[config.mk]
export PLATFORM = sky130hd
export DESIGN_NAME = id_ex_pipe_flat
export DESIGN_NICKNAME = d
export VERILOG_FILES = /design/src/rtl/id_ex_pipe_pkg.sv /design/src/rtl/id_ex_pipe_if.sv /design/src/rtl/id_ex_pipe_hazard_detect.sv /design/src/rtl/id_ex_pipe.sv /design/src/flat_wrapper.sv
export SDC_FILE = /design/constraint.sdc
export NUM_CORES = 1
export LEC_CHECK = 0
export ABC_AREA = 0
export BUFFER_PORTS_ARGS = -buffer_cell sky130_fd_sc_hd__buf_4
export CAP_MARGIN = 20
export CORE_AREA = 5 5 126 128
export DETAILED_ROUTE_END_ITERATION = 8
export DIE_AREA = 0 0 131 133
export GPL_TIMING_DRIVEN = 0
export PLACE_DENSITY = 0.68
export SLEW_MARGIN = 0
export SYNTH_ARGS = -nofsm -noshare
export SYNTH_HDL_FRONTEND = slang
export SYNTH_SLANG_ARGS = --single-unit
[constraint.sdc]
create_clock -name clk -period 2.6 [get_ports clk]
set_input_delay 0.65 -clock clk [delete_from_list [all_inputs] [get_ports clk]]
set_output_delay 0.65 -clock clk [all_outputs]
set_load 0.02 [all_outputs]
[src/rtl/id_ex_pipe_pkg.sv]
// rtl/id_ex_pipe_pkg.sv - control-bundle typedef, bit positions and opcode constants for the ID/EX pipe
package id_ex_pipe_pkg;

  localparam int CTRL_W = 11;

  // Bit positions inside the packed bundle {ALUOp[2:0],RegDest,RegWrite,ALUSrc,MemRead,MemWrite,MemToReg,Branch,Jump}
  localparam int CTRL_JUMP      = 0;
  localparam int CTRL_BRANCH    = 1;
  localparam int CTRL_MEMTOREG  = 2;
  localparam int CTRL_MEMWRITE  = 3;
  localparam int CTRL_MEMREAD   = 4;
  localparam int CTRL_ALUSRC    = 5;
  localparam int CTRL_REGWRITE  = 6;
  localparam int CTRL_REGDEST   = 7;
  localparam int CTRL_ALUOP_LSB = 8;
  localparam int CTRL_ALUOP_W   = 3;

  typedef struct packed {
    logic [2:0] alu_op;
    logic       reg_dest;
    logic       reg_write;
    logic       alu_src;
    logic       mem_read;
    logic       mem_write;
    logic       mem_to_reg;
    logic       branch;
    logic       jump;
  } ctrl_t;

  localparam logic [2:0] ALUOP_ADD   = 3'd0;
  localparam logic [2:0] ALUOP_SUB   = 3'd1;
  localparam logic [2:0] ALUOP_RTYPE = 3'd2;
  localparam logic [2:0] ALUOP_AND   = 3'd3;
  localparam logic [2:0] ALUOP_OR    = 3'd4;
  localparam logic [2:0] ALUOP_SLT   = 3'd5;

  localparam logic [5:0] OP_RTYPE = 6'h00;
  localparam logic [5:0] OP_J     = 6'h02;
  localparam logic [5:0] OP_BEQ   = 6'h04;
  localparam logic [5:0] OP_ADDI  = 6'h08;
  localparam logic [5:0] OP_LW    = 6'h23;
  localparam logic [5:0] OP_SW    = 6'h2B;

  localparam logic [CTRL_W-1:0] CTRL_BUBBLE = '0;

  function automatic logic ctrl_is_load(input logic [CTRL_W-1:0] c);
    ctrl_t t;
    t = ctrl_t'(c);
    return t.mem_read;
  endfunction

endpackage

[src/rtl/id_ex_pipe_if.sv]
// rtl/id_ex_pipe_if.sv - decode-side inputs and EX-stage outputs of the ID/EX pipe register
interface id_ex_pipe_if
  import id_ex_pipe_pkg::*;
#(
  parameter int DATA_W = 32,
  parameter int REG_AW = 5
);
  logic [CTRL_W-1:0] id_ctrl_i;
  logic [DATA_W-1:0] id_pc4_i;
  logic [DATA_W-1:0] id_rdata1_i;
  logic [DATA_W-1:0] id_rdata2_i;
  logic [DATA_W-1:0] id_imm_i;
  logic [REG_AW-1:0] id_rs_i;
  logic [REG_AW-1:0] id_rt_i;
  logic [REG_AW-1:0] id_rd_i;
  logic              flush_i;
  logic              stall_o;
  logic [CTRL_W-1:0] ex_ctrl_o;
  logic [DATA_W-1:0] ex_pc4_o;
  logic [DATA_W-1:0] ex_rdata1_o;
  logic [DATA_W-1:0] ex_rdata2_o;
  logic [DATA_W-1:0] ex_imm_o;
  logic [REG_AW-1:0] ex_rs_o;
  logic [REG_AW-1:0] ex_rt_o;
  logic [REG_AW-1:0] ex_rd_o;
  logic              ex_valid_o;
  logic [15:0]       bubble_cnt_o;

  // Decode stage (or bench) side
  modport master (
    output id_ctrl_i, id_pc4_i, id_rdata1_i, id_rdata2_i, id_imm_i,
    output id_rs_i, id_rt_i, id_rd_i, flush_i,
    input  stall_o, ex_ctrl_o, ex_pc4_o, ex_rdata1_o, ex_rdata2_o, ex_imm_o,
    input  ex_rs_o, ex_rt_o, ex_rd_o, ex_valid_o, bubble_cnt_o
  );

  // Pipe register side
  modport slave (
    input  id_ctrl_i, id_pc4_i, id_rdata1_i, id_rdata2_i, id_imm_i,
    input  id_rs_i, id_rt_i, id_rd_i, flush_i,
    output stall_o, ex_ctrl_o, ex_pc4_o, ex_rdata1_o, ex_rdata2_o, ex_imm_o,
    output ex_rs_o, ex_rt_o, ex_rd_o, ex_valid_o, bubble_cnt_o
  );
endinterface

[src/rtl/id_ex_pipe_hazard_detect.sv]
// rtl/id_ex_pipe_hazard_detect.sv - combinational load-use hazard compare between EX load and ID sources
module hazard_detect #(
  parameter int REG_AW = 5
) (
  input  logic              i_ex_valid,
  input  logic              i_ex_mem_read,
  input  logic [REG_AW-1:0] i_ex_rt,
  input  logic [REG_AW-1:0] i_id_rs,
  input  logic [REG_AW-1:0] i_id_rt,
  output logic              o_hazard
);
  logic w_rt_nonzero;
  logic w_match;

  // $zero is never a real producer, so a load targeting it cannot create a dependency
  assign w_rt_nonzero = |i_ex_rt;
  assign w_match      = (i_ex_rt == i_id_rs) | (i_ex_rt == i_id_rt);
  assign o_hazard     = i_ex_valid & i_ex_mem_read & w_rt_nonzero & w_match;
endmodule

[src/rtl/id_ex_pipe.sv]
// rtl/id_ex_pipe.sv - ID/EX pipeline register with bubble insertion; ID_EX_HAZARD_DETECT_EN enables load-use stall
module id_ex_pipe
  import id_ex_pipe_pkg::*;
#(
  parameter int DATA_W = 32,
  parameter int REG_AW = 5
) (
  input  logic        clk,
  input  logic        rst,
  id_ex_pipe_if.slave bus
);
  logic [CTRL_W-1:0] r_ctrl;
  logic [DATA_W-1:0] r_pc4;
  logic [DATA_W-1:0] r_rdata1;
  logic [DATA_W-1:0] r_rdata2;
  logic [DATA_W-1:0] r_imm;
  logic [REG_AW-1:0] r_rs;
  logic [REG_AW-1:0] r_rt;
  logic [REG_AW-1:0] r_rd;
  logic              r_valid;
  logic [15:0]       r_bubble_cnt;
  logic              w_hazard;
  logic              w_bubble;

`ifdef ID_EX_HAZARD_DETECT_EN
  hazard_detect #(.REG_AW(REG_AW)) u_hazard_detect (
    .i_ex_valid    (r_valid),
    .i_ex_mem_read (ctrl_is_load(r_ctrl)),
    .i_ex_rt       (r_rt),
    .i_id_rs       (bus.id_rs_i),
    .i_id_rt       (bus.id_rt_i),
    .o_hazard      (w_hazard)
  );
`else
  assign w_hazard = 1'b0;
`endif

  // Flush kills the ID instruction anyway, so holding the front end would only waste a cycle
  assign w_bubble    = bus.flush_i | w_hazard;
  assign bus.stall_o = ~rst & ~bus.flush_i & w_hazard;

  always_ff @(posedge clk) begin
    if (rst) begin
      r_ctrl       <= CTRL_BUBBLE;
      r_pc4        <= '0;
      r_rdata1     <= '0;
      r_rdata2     <= '0;
      r_imm        <= '0;
      r_rs         <= '0;
      r_rt         <= '0;
      r_rd         <= '0;
      r_valid      <= 1'b0;
      r_bubble_cnt <= '0;
    end else if (w_bubble) begin
      r_ctrl   <= CTRL_BUBBLE;
      r_pc4    <= '0;
      r_rdata1 <= '0;
      r_rdata2 <= '0;
      r_imm    <= '0;
      r_rs     <= '0;
      r_rt     <= '0;
      r_rd     <= '0;
      r_valid  <= 1'b0;
      if (r_bubble_cnt != 16'hFFFF) begin
        r_bubble_cnt <= r_bubble_cnt + 16'd1;
      end
    end else begin
      r_ctrl   <= bus.id_ctrl_i;
      r_pc4    <= bus.id_pc4_i;
      r_rdata1 <= bus.id_rdata1_i;
      r_rdata2 <= bus.id_rdata2_i;
      r_imm    <= bus.id_imm_i;
      r_rs     <= bus.id_rs_i;
      r_rt     <= bus.id_rt_i;
      r_rd     <= bus.id_rd_i;
      r_valid  <= 1'b1;
    end
  end

  assign bus.ex_ctrl_o    = r_ctrl;
  assign bus.ex_pc4_o     = r_pc4;
  assign bus.ex_rdata1_o  = r_rdata1;
  assign bus.ex_rdata2_o  = r_rdata2;
  assign bus.ex_imm_o     = r_imm;
  assign bus.ex_rs_o      = r_rs;
  assign bus.ex_rt_o      = r_rt;
  assign bus.ex_rd_o      = r_rd;
  assign bus.ex_valid_o   = r_valid;
  assign bus.bubble_cnt_o = r_bubble_cnt;
endmodule

[src/flat_wrapper.sv]
// flat-port wrapper written by rule: the top's interface ports become plain ports
module id_ex_pipe_flat import id_ex_pipe_pkg::*;
#(
  parameter int DATA_W = 32,
  parameter int REG_AW = 5
)
  (clk, rst, bus_id_ctrl_i, bus_id_pc4_i, bus_id_rdata1_i, bus_id_rdata2_i, bus_id_imm_i, bus_id_rs_i, bus_id_rt_i, bus_id_rd_i, bus_flush_i, bus_stall_o, bus_ex_ctrl_o, bus_ex_pc4_o, bus_ex_rdata1_o, bus_ex_rdata2_o, bus_ex_imm_o, bus_ex_rs_o, bus_ex_rt_o, bus_ex_rd_o, bus_ex_valid_o, bus_bubble_cnt_o);
  id_ex_pipe_if #(.DATA_W(DATA_W), .REG_AW(REG_AW)) bus_i ();
  input  logic clk;
  input  logic rst;
  input wire logic [$bits(bus_i.id_ctrl_i)-1:0] bus_id_ctrl_i;
  input wire logic [$bits(bus_i.id_pc4_i)-1:0] bus_id_pc4_i;
  input wire logic [$bits(bus_i.id_rdata1_i)-1:0] bus_id_rdata1_i;
  input wire logic [$bits(bus_i.id_rdata2_i)-1:0] bus_id_rdata2_i;
  input wire logic [$bits(bus_i.id_imm_i)-1:0] bus_id_imm_i;
  input wire logic [$bits(bus_i.id_rs_i)-1:0] bus_id_rs_i;
  input wire logic [$bits(bus_i.id_rt_i)-1:0] bus_id_rt_i;
  input wire logic [$bits(bus_i.id_rd_i)-1:0] bus_id_rd_i;
  input wire logic [$bits(bus_i.flush_i)-1:0] bus_flush_i;
  output wire logic [$bits(bus_i.stall_o)-1:0] bus_stall_o;
  output wire logic [$bits(bus_i.ex_ctrl_o)-1:0] bus_ex_ctrl_o;
  output wire logic [$bits(bus_i.ex_pc4_o)-1:0] bus_ex_pc4_o;
  output wire logic [$bits(bus_i.ex_rdata1_o)-1:0] bus_ex_rdata1_o;
  output wire logic [$bits(bus_i.ex_rdata2_o)-1:0] bus_ex_rdata2_o;
  output wire logic [$bits(bus_i.ex_imm_o)-1:0] bus_ex_imm_o;
  output wire logic [$bits(bus_i.ex_rs_o)-1:0] bus_ex_rs_o;
  output wire logic [$bits(bus_i.ex_rt_o)-1:0] bus_ex_rt_o;
  output wire logic [$bits(bus_i.ex_rd_o)-1:0] bus_ex_rd_o;
  output wire logic [$bits(bus_i.ex_valid_o)-1:0] bus_ex_valid_o;
  output wire logic [$bits(bus_i.bubble_cnt_o)-1:0] bus_bubble_cnt_o;
  assign bus_i.id_ctrl_i = bus_id_ctrl_i;
  assign bus_i.id_pc4_i = bus_id_pc4_i;
  assign bus_i.id_rdata1_i = bus_id_rdata1_i;
  assign bus_i.id_rdata2_i = bus_id_rdata2_i;
  assign bus_i.id_imm_i = bus_id_imm_i;
  assign bus_i.id_rs_i = bus_id_rs_i;
  assign bus_i.id_rt_i = bus_id_rt_i;
  assign bus_i.id_rd_i = bus_id_rd_i;
  assign bus_i.flush_i = bus_flush_i;
  assign bus_stall_o = bus_i.stall_o;
  assign bus_ex_ctrl_o = bus_i.ex_ctrl_o;
  assign bus_ex_pc4_o = bus_i.ex_pc4_o;
  assign bus_ex_rdata1_o = bus_i.ex_rdata1_o;
  assign bus_ex_rdata2_o = bus_i.ex_rdata2_o;
  assign bus_ex_imm_o = bus_i.ex_imm_o;
  assign bus_ex_rs_o = bus_i.ex_rs_o;
  assign bus_ex_rt_o = bus_i.ex_rt_o;
  assign bus_ex_rd_o = bus_i.ex_rd_o;
  assign bus_ex_valid_o = bus_i.ex_valid_o;
  assign bus_bubble_cnt_o = bus_i.bubble_cnt_o;
  id_ex_pipe #(.DATA_W(DATA_W), .REG_AW(REG_AW)) u_core (.clk(clk), .rst(rst), .bus(bus_i));
endmodule
==> impl_table.tex <==
\begin{tabular}{lr}
\hline
Metric & Value \\
\hline
\multicolumn{2}{l}{\textbf{Synth}} \\
\quad Post-synth EDFFs & 0 \\
\quad Dominant combinational cell family by area after synthesis & simple AND/OR/NAND/NOR gates \\
\quad Distinct cell type count of the synthesized netlist & 30 \\
\quad Nets in the synthesized netlist & roughly 590 \\
\quad Fraction of registers with async set or reset after synthesis & 0 \\
\quad Share of synthesized area occupied by flip-flops and latches & 0.6892 \\
\quad Post-synthesis sequential element count & approximately 170 \\
\quad Mux share of post-synthesis cell area & 0.004282 \\
\quad XOR/XNOR share of the synthesized area & 0 \\
\quad Most used DFF post-synth & sky130\_fd\_sc\_hd\_\_dfxtp\_1 \\
\quad Post-Syn Instances & around 430 \\
\quad Area fraction in and, or, nand and nor cells after synthesis & 0.2567 \\
\quad Combined area of all synthesized cells & about 5000 µm² \\
\quad Adder-cell share of the synthesized area & 0.002519 \\
\quad Post-synthesis compound-gate area fraction & 0.02720 \\
\quad Mean instance size in the synthesized netlist & roughly 12 µm² \\
\quad Total number of yosys warnings & 0 \\
\multicolumn{2}{l}{\textbf{Power and ir drop}} \\
\quad Peak supply drop & between 400 and 500 µV \\
\quad Sw frac & 0.2207 \\
\quad Internal portion of total power & between 4 and 5 mW \\
\quad Static Leakage & 3.922 nW \\
\quad Relative contribution of the clock network to total power & 0.438 \\
\quad Total power of the final layout & around 5.9 mW \\
\quad PD cells & roughly 720 nW/µm² \\
\quad Sw Pwr & between 1 and 1.5 mW \\
\quad Part of the total power dissipated in sequential elements & 0.465 \\
\quad Combinational share of power & 0.097 \\
\multicolumn{2}{l}{\textbf{Timing}} \\
\quad Share of the cycle needed by the critical path after routing & 0.7337 \\
\quad Actual transition at the worst max-transition pin & approximately 0.68 ns \\
\quad Min cycle time layout & around 1.9 ns \\
\quad Unrepaired setup endpoints after global routing & no \\
\quad Relative max-transition margin & 0.5445 \\
\quad Layout Skew & approximately 0.0053 ns \\
\quad Slew Viols, Final & 0 \\
\quad Total of endpoints with negative setup slack in the final report & 0 \\
\quad Setup TNS after final layout & 0 ns \\
\quad Achievable clock frequency & roughly 0.52 GHz \\
\quad Hold Fails Final Rpt & 0 \\
\multicolumn{2}{l}{\textbf{Drt}} \\
\quad Residual DRC count & 0 \\
\quad Drt first-iter violations & 167 \\
\quad Total via count in the routed design & a little over 4000 \\
\quad WL/cell & between 15 and 20 µm \\
\quad Total Wirelength & between 15000 and 20000 µm \\
\quad Antenna viol nets, final & 0 \\
\quad Detailed-router iteration count before antenna repair & 4 \\
\quad Routed via count divided by cell count & around 4.3 \\
\multicolumn{2}{l}{\textbf{Worst hold path}} \\
\quad Worst hold endpoint & u\_core.bus.ex\_rt\_o[3]\$\_SDFF\_PP0\_ \\
\quad Hold Path Origin & bus\_id\_rt\_i[3] \\
\quad Number of cells on the worst hold path & 2 \\
\quad Worst min path class & input pin to register \\
\multicolumn{2}{l}{\textbf{Clocking}} \\
\quad Clock transition time at the flip-flop clock pins of the worst setup and hold paths & roughly 0.070 ns \\
\quad Root Buffer Master & sky130\_fd\_sc\_hd\_\_clkbuf\_16 \\
\quad Number of sinks handled by clock tree synthesis & between 150 and 200 \\
\quad Insertion delay of the later-clocked pin in the worst-skew pair & approximately 0.4 ns \\
\quad Hold buffer count at CTS & 0 \\
\quad Maximum buffer depth of the clock tree & 2 \\
\quad TritonCTS clock tree & yes \\
\quad Number of levels the H-tree was split into & 4 \\
\quad Num CTS Buffers & 17 \\
\quad Cts repair resizes & 0 \\
\quad Number of post-CTS setup repair buffers & 0 \\
\multicolumn{2}{l}{\textbf{Setup path}} \\
\quad Internal reg-to-reg setup slack & 0.69 ns \\
\quad WP data arrival & approximately 2.2 ns \\
\quad Highest-delay cell along the critical path & sky130\_fd\_sc\_hd\_\_or4\_1 \\
\quad FF-to-FF End & u\_core.bus.bubble\_cnt\_o[14]\$\_SDFFE\_PP0P\_ \\
\quad Worst-path cell chain & ha\_1 -> and4\_1 -> buf\_2 -> nand2\_1 -> or4\_1 -> a21oi\_1 \\
\quad Biggest cell delay along the critical path & 0.51 ns \\
\quad Element type at the critical path start & register \\
\quad Critical register-to-register path startpoint & u\_core.bus.bubble\_cnt\_o[0]\$\_SDFFE\_PP0P\_ \\
\quad Count of cells along the worst register-to-register path & 6 \\
\quad Required arrival time at the worst endpoint & 2.94 ns \\
\quad Kind of critical path & register to register \\
\quad Maximum fanout along the worst path & 7 \\
\quad Kind of end point of the critical path & register \\
\multicolumn{2}{l}{\textbf{Layout}} \\
\quad Antenna diode count & 0 \\
\quad Area of the multi-input gates & between 1000 and 1500 µm² \\
\quad Most common library cell in the layout ignoring fill and taps & sky130\_fd\_sc\_hd\_\_buf\_4 \\
\quad Final \#Nets & between 900 and 1000 \\
\quad Layout cells sized above 1 & 0.4611 \\
\quad Area taken by flip-flops and latches & between 3000 and 4000 µm² \\
\quad Highest-count cells in the layout ignoring fill and taps & sky130\_fd\_sc\_hd\_\_buf\_4 (327), sky130\_fd\_sc\_hd\_\_dfxtp\_1 (171), sky130\_fd\_sc\_hd\_\_and2\_1 (154), sky130\_fd\_sc\_hd\_\_clkbuf\_1 (20), sky130\_fd\_sc\_hd\_\_clkbuf\_16 (17) \\
\quad Layout overhead on the synthesized area & 66.40\% \\
\quad Final instance area & approximately 8300 µm² \\
\quad Final-layout fill cell count & approximately 1300 \\
\multicolumn{2}{l}{\textbf{Global route}} \\
\quad Global Route Usage Sum & 0.1737 \\
\quad Global-route wire length before repair & roughly 23000 µm \\
\quad Largest net degree at the start of global routing & 17 \\
\quad GRT overflow & 0 \\
\quad Number of global-route vias before repair & $\sim$4500 \\
\quad Initial antenna violation count & 0 \\
\multicolumn{2}{l}{\textbf{Run status}} \\
\quad Run status & finished, final reports clean \\
\multicolumn{2}{l}{\textbf{Placed design}} \\
\quad Placer's final routability congestion estimate & 0.7747 \\
\quad Buffers on Ports & $\sim$330 \\
\quad Total placed instance area & 7650 µm² \\
\quad DP HPWL & 12480 µm \\
\multicolumn{2}{l}{\textbf{Job}} \\
\quad Maximum Capacitance Violations & 0 \\
\multicolumn{2}{l}{\textbf{Floorplan}} \\
\quad Cell Rows & 45 \\
\quad Chip Height & approximately 130 µm \\
\quad Starting density of the core & 0.3367 \\
\quad Die footprint & 17420 µm² \\
\quad Die span in x & $\sim$130 µm \\
\quad Area inside the core boundary & between 10000 and 15000 µm² \\
\quad I/O Pins & $\sim$330 \\
\hline
\end{tabular}
## registers in the layout, indices dropped and copies added, names as in the netlist
| name | flops |
|---|---|
| u_core.bus.ex_imm_o | 32 |
| u_core.bus.ex_pc4_o | 32 |
| u_core.bus.ex_rdata1_o | 32 |
| u_core.bus.ex_rdata2_o | 32 |
| u_core.bus.bubble_cnt_o | 16 |
| u_core.bus.ex_ctrl_o | 11 |
| u_core.bus.ex_rd_o | 5 |
| u_core.bus.ex_rs_o | 5 |
| u_core.bus.ex_rt_o | 5 |
| u_core.bus.ex_valid_o | 1 |
## critical path: cells and delay by family, from the launching register on
| kind | cells | cell delay, ns |
|---|---|---|
| buf+inv | 1 | 0.17 |
| fa+ha+maj | 1 | 0.25 |
| simple gates | 3 | 0.83 |
| flops | 1 | 0.43 |
| compound gates | 1 | 0.15 |
## logic make-up (layout without fill, tap and decap cells)
kind of cell / Yosys count / after routing
AO/OA/AOI/OAI: 23 / 23
adder cells (fa/ha/maj): 1 / 1
buffers and inverters: 24 / 381
flip-flops: 171 / 171
multiplexers: 2 / 2
other: 1 / 1
AND/OR/NAND/NOR: 206 / 206
## power by group through the flow
stage / combinational, mW / clock (mW) / sequential (mW)
after detailed placement: 0.586 / 0 / 2.81
final: 0.576 / 2.59 / 2.75
after CTS: 0.587 / 2.66 / 2.75
after floorplan: 0.0935 / 0 / 2.93
after global placement: 0.578 / 0 / 2.81
after global routing: 0.622 / 2.77 / 2.76
## through the flow
step | std cells | util | hold WS, ns | setup WS (ns)
CTS | 973 | 0.5603 | 0.4151 | 0.6795
global placement | 942 | 0.5186 | 0.4816 | 0.4071
detailed placement | 942 | 0.5186 | 0.4929 | 0.3214
floorplan | 428 | - | 0.5571 | 0.7684
global route | 973 | 0.5603 | 0.4111 | 0.4744
finish | 973 | 0.5603 | 0.4275 | 0.6923
## per-layer routing
layer | GRT usage | up-vias | part of all wire
met2 | 0.3081 | 177 | 0.53
met5 | 0 | - | 0
li1 | - | 2062 | -
met1 | 0.1789 | 1894 | 0.35
met3 | 0.07065 | 23 | 0.097
met4 | 0.06914 | 0 | 0.024
## how the worst max path moves through the flow
stage / from / end / slack [ns] / cells after the start
2_1_floorplan: u_core.bus.bubble_cnt_o[0]$_SDFFE_PP0P_ / u_core.bus.bubble_cnt_o[14]$_SDFFE_PP0P_ / 0.77 / 6
3_5_place_dp: rst / u_core.bus.ex_pc4_o[10]$_SDFF_PP0_ / 0.32 / 5
6_report: u_core.bus.bubble_cnt_o[0]$_SDFFE_PP0P_ / u_core.bus.bubble_cnt_o[14]$_SDFFE_PP0P_ / 0.69 / 6
4_1_cts: u_core.bus.bubble_cnt_o[1]$_SDFFE_PP0P_ / u_core.bus.bubble_cnt_o[6]$_SDFFE_PP0P_ / 0.68 / 5
5_1_grt: u_core.bus.bubble_cnt_o[1]$_SDFFE_PP0P_ / u_core.bus.bubble_cnt_o[10]$_SDFFE_PP0P_ / 0.47 / 5
3_3_place_gp: rst / u_core.bus.ex_pc4_o[20]$_SDFF_PP0_ / 0.41 / 5
## Yosys cell counts (2+ instances only)
cell | n | area, µm²
sky130_fd_sc_hd__nor4_2 | 2 | 25.02
sky130_fd_sc_hd__o21ai_0 | 4 | 20.02
sky130_fd_sc_hd__inv_1 | 2 | 7.510
sky130_fd_sc_hd__nor2b_1 | 2 | 12.51
sky130_fd_sc_hd__and2_1 | 154 | 963.4
sky130_fd_sc_hd__dfxtp_1 | 171 | 3423
sky130_fd_sc_hd__nand3_1 | 6 | 30.03
sky130_fd_sc_hd__and4_1 | 3 | 26.28
sky130_fd_sc_hd__a31oi_1 | 2 | 12.51
sky130_fd_sc_hd__nand2_1 | 6 | 22.52
sky130_fd_sc_hd__nand2b_1 | 2 | 12.51
sky130_fd_sc_hd__or3_1 | 5 | 31.28
sky130_fd_sc_hd__o31ai_1 | 4 | 30.03
sky130_fd_sc_hd__nand4_1 | 6 | 37.54
sky130_fd_sc_hd__clkbuf_1 | 19 | 71.32
sky130_fd_sc_hd__a21oi_1 | 11 | 55.05
sky130_fd_sc_hd__nor3_1 | 6 | 30.03
sky130_fd_sc_hd__nor2_1 | 7 | 26.28
sky130_fd_sc_hd__buf_2 | 2 | 10.01
sky130_fd_sc_hd__or4_1 | 4 | 30.03
## area by class of cell
type                       count  area share
tap                          188     0.02846
clock buffer                  20     0.05525
clock inverter                11     0.01922
sequential                   171      0.4142
inverter                       2   0.0009083
multi-input combinational    233      0.1751
timing repair buffer         326      0.2961
buffer                        22     0.01075
Power figures use the tool's default switching activity.
